**config.mk**
```make
export PLATFORM = sky130hd
export DESIGN_NAME = vga_timing_ctrl
export DESIGN_NICKNAME = d
export VERILOG_FILES = /design/src/rtl/vga_timing_ctrl.sv
export SDC_FILE = /design/constraint.sdc
export NUM_CORES = 1
export LEC_CHECK = 0
export CAP_MARGIN = 10
export CORE_ASPECT_RATIO = 1.1
export CORE_MARGIN = 1.5
export CORE_UTILIZATION = 55
export DETAILED_ROUTE_END_ITERATION = 8
export PLACE_DENSITY_LB_ADDON = 0.15
export SLEW_MARGIN = 20
export SYNTH_ARGS = -nofsm -noshare
export SYNTH_HDL_FRONTEND = slang
export SYNTH_SLANG_ARGS = --single-unit
export TNS_END_PERCENT = 100
```
**constraint.sdc**
```tcl
create_clock -name CLK -period 5.3 [get_ports CLK]
set_input_delay 1.06 -clock CLK [delete_from_list [all_inputs] [get_ports CLK]]
set_output_delay 1.06 -clock CLK [all_outputs]
set_load 0.01 [all_outputs]
```
**src/rtl/vga_timing_ctrl.sv**
```systemverilog
// vga_timing_ctrl
// ---------------------------------------------------------------------------
// Pixel-column / line sequencer for the VGA display path. Produces the sync
// pulses, display enable, current pixel coordinates and a look-ahead fetch
// request so the pixel source can deliver data FETCH_LEAD cycles early.
//
// Ports
//   CLK         pixel clock
//   Reset       asynchronous, active-low reset
//   Enable      run timing; low blanks the display and restarts the frame
//   HSync       horizontal sync (asserted level = SYNC_POL)
//   VSync       vertical sync   (asserted level = SYNC_POL)
//   DispEn      visible pixel this cycle
//   PixX/PixY   current column / line
//   FetchReq    request pixel (FetchX, FetchY) now
//   FetchX/Y    coordinate being requested
//   LineStart   one-cycle pulse at column 0
//   FrameStart  one-cycle pulse at column 0 of line 0
//   HPhase      horizontal phase state: 0 ACTIVE, 1 FP, 2 SYNC, 3 BP
//   VPhase      vertical phase state, same encoding
//
// Timing model: every output is a flop, and every output value seen in a
// cycle describes the (Col, Row) held in that same cycle. To get that, all
// registered outputs are computed from the next-state counters/phases rather
// than from the current registers.
//
// Handshake: FetchReq is a one-way strobe with no ready. The pixel source has
// no back-pressure and must accept every request in the cycle it is raised;
// the matching pixel is shown exactly FETCH_LEAD cycles later.
// ---------------------------------------------------------------------------
`timescale 1ns/1ps

module vga_timing_ctrl #(
  parameter int H_ACTIVE   = 640,
  parameter int H_FP       = 16,
  parameter int H_SYNC     = 96,
  parameter int H_BP       = 48,
  parameter int V_ACTIVE   = 480,
  parameter int V_FP       = 10,
  parameter int V_SYNC     = 2,
  parameter int V_BP       = 33,
  parameter int SYNC_POL   = 0,
  parameter int FETCH_LEAD = 2
) (
  input  logic       CLK,
  input  logic       Reset,
  input  logic       Enable,
  output logic       HSync,
  output logic       VSync,
  output logic       DispEn,
  output logic [9:0] PixX,
  output logic [9:0] PixY,
  output logic       FetchReq,
  output logic [9:0] FetchX,
  output logic [9:0] FetchY,
  output logic       LineStart,
  output logic       FrameStart,
  output logic [1:0] HPhase,
  output logic [1:0] VPhase
);

  // Phase encoding shared by both FSMs.
  localparam logic [1:0] PH_ACTIVE = 2'd0;
  localparam logic [1:0] PH_FP     = 2'd1;
  localparam logic [1:0] PH_SYNC   = 2'd2;
  localparam logic [1:0] PH_BP     = 2'd3;

  // 11-bit arithmetic so Col+FETCH_LEAD cannot overflow.
  localparam logic [10:0] H_TOTAL     = 11'(H_ACTIVE + H_FP + H_SYNC + H_BP);
  localparam logic [10:0] V_TOTAL     = 11'(V_ACTIVE + V_FP + V_SYNC + V_BP);
  localparam logic [10:0] H_FP_START  = 11'(H_ACTIVE);
  localparam logic [10:0] H_SY_START  = 11'(H_ACTIVE + H_FP);
  localparam logic [10:0] H_BP_START  = 11'(H_ACTIVE + H_FP + H_SYNC);
  localparam logic [10:0] V_FP_START  = 11'(V_ACTIVE);
  localparam logic [10:0] V_SY_START  = 11'(V_ACTIVE + V_FP);
  localparam logic [10:0] V_BP_START  = 11'(V_ACTIVE + V_FP + V_SYNC);
  localparam logic [10:0] LEAD        = 11'(FETCH_LEAD);
  localparam logic        SYNC_ON     = (SYNC_POL != 0);

  logic [10:0] col, row;
  logic [10:0] col_nxt, row_nxt;
  logic        col_wrap;
  logic        run;          // high once the first post-restart cycle is shown
  logic        hold;         // counters parked at 0 this cycle
  logic [1:0]  hphase, vphase;
  logic [1:0]  hphase_nxt, vphase_nxt;
  logic [10:0] fetch_sum;
  logic [10:0] fetch_x_nxt, fetch_y_nxt;
  logic        fetch_req_nxt;

  // While disabled, and on the first enabled cycle after reset or a disable
  // gap, the counters sit at (0,0); only the registered outputs differ.
  assign hold = !Enable || !run;

  // Counters: registered wrap at H_TOTAL-1 / V_TOTAL-1.
  always_comb begin
    col_nxt  = col;
    row_nxt  = row;
    col_wrap = 1'b0;
    if (hold) begin
      col_nxt = '0;
      row_nxt = '0;
    end else if (col == H_TOTAL - 11'd1) begin
      col_nxt  = '0;
      col_wrap = 1'b1;
      row_nxt  = (row == V_TOTAL - 11'd1) ? 11'd0 : row + 11'd1;
    end else begin
      col_nxt = col + 11'd1;
    end
  end

  // Horizontal phase FSM, stepped by the column about to be held.
  always_comb begin
    hphase_nxt = hphase;
    if (hold) begin
      hphase_nxt = PH_ACTIVE;
    end else begin
      case (hphase)
        PH_ACTIVE: if (col_nxt == H_FP_START) hphase_nxt = PH_FP;
        PH_FP:     if (col_nxt == H_SY_START) hphase_nxt = PH_SYNC;
        PH_SYNC:   if (col_nxt == H_BP_START) hphase_nxt = PH_BP;
        PH_BP:     if (col_wrap)              hphase_nxt = PH_ACTIVE;
        default:   hphase_nxt = PH_ACTIVE;
      endcase
    end
  end

  // Vertical phase FSM: only moves on the column wrap, so VSync edges land
  // on Col==0.
  always_comb begin
    vphase_nxt = vphase;
    if (hold) begin
      vphase_nxt = PH_ACTIVE;
    end else if (col_wrap) begin
      case (vphase)
        PH_ACTIVE: if (row_nxt == V_FP_START) vphase_nxt = PH_FP;
        PH_FP:     if (row_nxt == V_SY_START) vphase_nxt = PH_SYNC;
        PH_SYNC:   if (row_nxt == V_BP_START) vphase_nxt = PH_BP;
        PH_BP:     if (row_nxt == 11'd0)      vphase_nxt = PH_ACTIVE;
        default:   vphase_nxt = PH_ACTIVE;
      endcase
    end
  end

  // Look-ahead coordinate. Spilling past the line end targets the next line,
  // and past the last line targets line 0 of the next frame.
  always_comb begin
    fetch_sum = col_nxt + LEAD;
    if (fetch_sum >= H_TOTAL) begin
      fetch_x_nxt = fetch_sum - H_TOTAL;
      fetch_y_nxt = (row_nxt == V_TOTAL - 11'd1) ? 11'd0 : row_nxt + 11'd1;
    end else begin
      fetch_x_nxt = fetch_sum;
      fetch_y_nxt = row_nxt;
    end
    fetch_req_nxt = Enable && (fetch_x_nxt < H_FP_START) && (fetch_y_nxt < V_FP_START);
  end

  always_ff @(posedge CLK or negedge Reset) begin
    if (!Reset) begin
      col        <= '0;
      row        <= '0;
      run        <= 1'b0;
      hphase     <= PH_ACTIVE;
      vphase     <= PH_ACTIVE;
      HSync      <= ~SYNC_ON;
      VSync      <= ~SYNC_ON;
      DispEn     <= 1'b0;
      FetchReq   <= 1'b0;
      FetchX     <= '0;
      FetchY     <= '0;
      LineStart  <= 1'b0;
      FrameStart <= 1'b0;
    end else begin
      col        <= col_nxt;
      row        <= row_nxt;
      run        <= Enable;
      hphase     <= hphase_nxt;
      vphase     <= vphase_nxt;
      HSync      <= (hphase_nxt == PH_SYNC) ? SYNC_ON : ~SYNC_ON;
      VSync      <= (vphase_nxt == PH_SYNC) ? SYNC_ON : ~SYNC_ON;
      DispEn     <= Enable && (hphase_nxt == PH_ACTIVE) && (vphase_nxt == PH_ACTIVE);
      FetchReq   <= fetch_req_nxt;
      FetchX     <= fetch_x_nxt[9:0];
      FetchY     <= fetch_y_nxt[9:0];
      LineStart  <= Enable && (col_nxt == 11'd0);
      FrameStart <= Enable && (col_nxt == 11'd0) && (row_nxt == 11'd0);
    end
  end

  assign PixX   = col[9:0];
  assign PixY   = row[9:0];
  assign HPhase = hphase;
  assign VPhase = vphase;

endmodule

```
Yosys cells after proc, flatten, opt, wreduce, memory -nomap -nowiden
Cells that the tools add are included.

Add/sub/neg operators: 5. $lt $le $gt $ge: 3. Equal/unequal tests: 17. Muxes and demuxes: 25. Reductions and logical operators: 15.

Operators by type and width (number): 2-to-1 mux 11 bit (8); equality test 11 x 10 -> 1 bit (second input constant) (6); adder 11 x 1 -> 11 bit (second input constant) (3); equality test 11 x 9 -> 1 bit (second input constant) (3); zero test 11 bit (2); 2-to-1 mux 2 bit (11); case mux 2 bit (4 select lines) (2); equality test 2 bit (second input constant) (6); adder 11 x 2 -> 11 bit (second input constant) (1); greater-or-equal comparator 11 x 10 -> 1 bit (second input constant) (1); < comparator 11 x 10 -> 1 bit (second input constant) (1); < comparator 11 x 9 -> 1 bit (second input constant) (1); subtractor 11 x 10 -> 11 bit (second input constant) (1); zero test 2 bit (4); logical AND 1 bit (6); equality test 2 x 1 -> 1 bit (second input constant) (2); 2-to-1 mux 1 bit (4); zero test 1 bit (2); logical OR 1 bit (1).

Flip-flop bits (word level): 53. Input bits: 3. Output and inout bits: 50. Logic and storage cells: 78.

Logic depth before layout (Yosys ltp)
Depth after elaboration: 11. Mapped depth: 19. Mapped depth without buffers: 17.

Worst setup path before layout
Ideal clock, no wire load.

Path type: input-to-reg. Start: input Enable. End: register FetchReq. Setup time: 0.144 ns. Data arrival time: 4.072 ns. Path slack: 1.084 ns. Stages on the path: 18. Buffers on the path: 3. Cells stage by stage: clkbuf_1 > nand2_1 > clkbuf_1 > nor2_1 > nand2_1 > inv_1 > ha_1 > nand2_1 > mux2i_1 > o211ai_1 > and3b_1 > xnor2_1 > nor2_1 > a21oi_1 > buf_2 > a21oi_1 > o22ai_1 > a311oi_2.

Longest elaborated chain between the ends: 9. Elaborated cells between the ends (all ways): 16.

RTL lines: from (decl) (RTL line 47) `input logic Enable,`; zero test 1 bit * (RTL line 93) `assign hold = !Enable || !run;`; logical OR 1 bit * (RTL line 93); 2-to-1 mux 11 bit * (RTL line 100) `if (hold) begin`; adder 11 x 2 -> 11 bit * (RTL line 148) `fetch_sum = col_nxt + LEAD;`; via fetch_sum[1] (RTL line 87) `logic [10:0] fetch_sum;`; subtractor 11 x 10 -> 11 bit / greater-or-equal comparator 11 x 10 -> 1 bit (equally long branches) (RTL line 150, 149); 2-to-1 mux 11 bit (RTL line 149) `if (fetch_sum >= H_TOTAL) begin`; < comparator 11 x 10 -> 1 bit (RTL line 156) `fetch_req_nxt = Enable && (fetch_x_nxt < H_FP_START) && (fetch_y_nxt < V_FP_START);`; logical AND 1 bit (RTL line 156); logical AND 1 bit * (RTL line 156); via fetch_req_nxt (RTL line 89) `logic fetch_req_nxt;`; to (signal assigned) (RTL line 183) `FetchReq <= fetch_req_nxt;`; to (decl) (RTL line 53) `output logic FetchReq,`.

Mark *: on every way through the listed nets, which the timed path passes. The rest lies on a longest branch.

Worst setup path after layout
Start: input Enable. End: register FetchY[4].

Longest elaborated chain between the ends: 6. Elaborated cells between the ends (all ways): 10.

RTL lines: zero test 1 bit (RTL line 93); logical OR 1 bit (RTL line 93); 2-to-1 mux 11 bit (RTL line 100); adder 11 x 2 -> 11 bit (RTL line 148); via fetch_sum[1] (RTL line 87); greater-or-equal comparator 11 x 10 -> 1 bit (RTL line 149); 2-to-1 mux 11 bit (RTL line 149); via fetch_y_nxt[4] (RTL line 88) `logic [10:0] fetch_x_nxt, fetch_y_nxt;`; to (signal assigned) (RTL line 185) `FetchY <= fetch_y_nxt[9:0];`; to (decl) (RTL line 55) `output logic [9:0] FetchY,`.

The timed path passes the listed nets, and every way through them passes these cells.

==> results.cfg <==
[outcome]
status = finished clean

[critical_path]
startpoint_type = input pin
end_kind = flip-flop
path_max_fanout = 14
rrSetupSlack_ns = 1.20
critical_path_arrival_ns = 4.44
crit_type = input pin to flip-flop
cp.required_ns = 5.50
r2r_cells = 17
regToRegEndpoint = FetchReq$_DFF_PN0_
r2r-start = col[5]$_DFF_PN0_

[timing]
max_clock_freq_mhz = 236.1
layout_min_cycle_time_ns = 4.236
finalSetupViolCount = 0
slew_violations = 0
final_hold_viol_count = 0
fin_tns_setup_ns = 0
period_share_pct = 79.92
slew_headroom_pct = 33.87
clock_skew_ns = 0.008976
worst_pin_slew_ns = 0.9854
rsz0062_at_grt = no

[cts]
clock_latency_ns = 0.31
cts_tree = done
root_buffer = clkbuf_8
hold_buffers = 0
cts-htree-levels = 2
ctsResizeCount = 0
path_clk_slew_ns = 0.09
cts_buffers = 5
clock_sinks = 52
clk_path_buf_depth = 2
postCtsSetupBuffers = 0

[global_routing]
grt_usage_pct = 26.68
grt_max_degree = 53
grt_pass1_wl_mm = 14.40
antenna_found_initial = 0
grt-ovfl-total = 0
grt_pass1_vias = 2931

[synthesis]
ys_warn_count = 0
yosys.cell_types.count = 73
avgSynthCellArea_sq_um = 9.166
syn_area_sq_um = 3492
yosysSeqAreaShare_pct = 37.33
synth_edf_count = 0
synth.area.top_cells = dfrtp_1 36%, buf_4 5.2%, xnor2_1 4.0%
synth_top_area_share_pct = 35.83
synth_top_cell_by_area = dfrtp_1
ys_ff_latch = 52
syn-num-nets = 392
synth-main-ff-cell = dfrtp_1
synthCells = 381
synthArstFlopShare_pct = 100.0

[placement]
dpl_cell_area_sq_um = 3909
dp.final_hpwl_mm = 6.511
io_buffers = 52
gp_congestion = 0.9136
placedCellCount = 482

[floorplan]
die_width_microns = 78.98
rows = 30
coreArea_sq_um = 6156
io_pins = 53
start_util_pct = 56.73
die_h_microns = 86.57
die_area_sq_um = 6837

[min_path]
min_path_type = flip-flop to flip-flop
hold_start = VPhase[0]$_DFF_PN0_
hold_depth = 1
worstHoldEndpoint = VPhase[0]$_DFF_PN0_

[layout]
final_cell_mix = 51 x clkdlybuf4s50_1, 50 x dfrtp_1, 33 x nand2_1
area_growth_syn_to_layout_pct = 15.55
drive_above_1_share_pct = 9.512
multi_input_area_sq_um = 1914
layout_commonest_cell = clkdlybuf4s50_1
regArea_sq_um = 1304
final_area_sq_um = 4035
instances_no_fill = 490
nets = 420
n_antenna_cell = 0
fillers = 521

[drt]
drc = 0
drtIter0Drc = 223
vias_per_cell = 6.300
wl_per_cell_microns = 17.64
dr.pass1.iters = 5
vias = 3087
ant_nets = 0
wirelength_mm = 8.645

[job]
maxCapViolCount = 0

[pwr]
powerDensity_nw_per_um2 = 182.3
leakage_uw = 0.001576
ir_drop_v = 0.0001105
==> layer usage <==
metal	wire [microns]	share of wire [%]	GRT usage, %	up-vias
met1	3547	41	33.45	1479
li1	-	-	-	1450
met5	0	0	0	-
met2	4310	50	45.30	129
met4	312	3.6	12.92	0
met3	475	5.5	3.579	29
==> state kept, by name, summed over array words and instances, names as in the netlist <==
signal	flops
col	11
run	1
LineStart	1
HPhase	2
FetchReq	1
FetchY	10
FetchX	9
HSync	1
VSync	1
FrameStart	1
DispEn	1
row	11
VPhase	2
==> cells by family after synthesis <==
group | synth area share (%)
AND/OR/NAND/NOR | 28.16
adder cells (fa/ha/maj) | 2.866
buffers and inverters | 7.847
XOR/XNOR | 5.768
AO/OA/AOI/OAI | 16.23
multiplexers | 1.791
flip-flops | 37.33
==> report_power, final <==
group,switching (uW),internal (uW)
Clock,132,167
Combinational,21.4,12.9
Sequential,2.88,400
Total,156,580
==> through the flow <==
| stage | setup WS (ns) | total power, uW | utilization [%] | hold slack, ns |
|---|---|---|---|---|
| 3_5_place_dp | 0.7625 | 445.5 | 63.50 | 0.5930 |
| 5_1_grt | 0.7528 | 764.6 | 65.55 | 0.6391 |
| 4_1_cts | 1.082 | 745.2 | 65.55 | 0.6064 |
| 2_1_floorplan | 1.084 | 425.2 | - | 0.5170 |
| 6_report | 1.064 | 735.7 | 65.55 | 0.6074 |
| 3_3_place_gp | 0.8803 | 445.2 | 63.50 | 0.5839 |
==> cell type report <==
class                           count  area share [%]
Multi-Input combinational cell    283           47.44
Sequential cell                    52           32.31
Timing Repair Buffer               57           13.71
Tap cell                           80           2.481
Clock buffer                        7           2.388
Inverter                           10          0.9302
Clock inverter                      1          0.7442
==> worst max-delay path by stage <==
stage | startpoint | end | slack (ns) | cells past startpoint
2_1_floorplan | Enable | FetchReq$_DFF_PN0_ | 1.08 | 18
3_3_place_gp | Enable | FetchReq$_DFF_PN0_ | 0.88 | 16
3_5_place_dp | Enable | FetchReq$_DFF_PN0_ | 0.76 | 16
4_1_cts | Enable | FetchReq$_DFF_PN0_ | 1.08 | 16
5_1_grt | Enable | FetchReq$_DFF_PN0_ | 0.75 | 16
6_report | Enable | FetchY[4]$_DFF_PN0_ | 1.06 | 16
==> critical path: stages <==
cell and delay [ns]:
clkdlybuf4s50_1 0.48, nand2_1 0.08, nor2_1 0.25, nand2_1 0.12, inv_1 0.08, ha_1 0.25
nand2_1 0.07, mux2i_1 0.32, a211o_1 0.18, nand3_1 0.19, ha_1 0.33, o211ai_1 0.14
a21oi_1 0.09, buf_4 0.22, nor3b_1 0.22, mux2_2 0.35
==> cell usage after synthesis (all sizes together) (3+ instances only) <==
cell type,count
xor2,7
mux2i,4
or3,3
dfrtp,50
o211ai,5
clkbuf,8
and3,6
nor3,8
and2,8
nand4,14
and4,3
a31oi,5
nor4,7
nand3b,4
nor2,31
o31ai,10
nand4b,3
or4,10
a41oi,3
ha,8
o21ai,19
nand3,19
nor4b,5
xnor2,16
and3b,3
a21oi,16
inv,10
a311oi,5
nand2,33
buf,28
No activity file was read; power rests on OpenSTA's default activity.
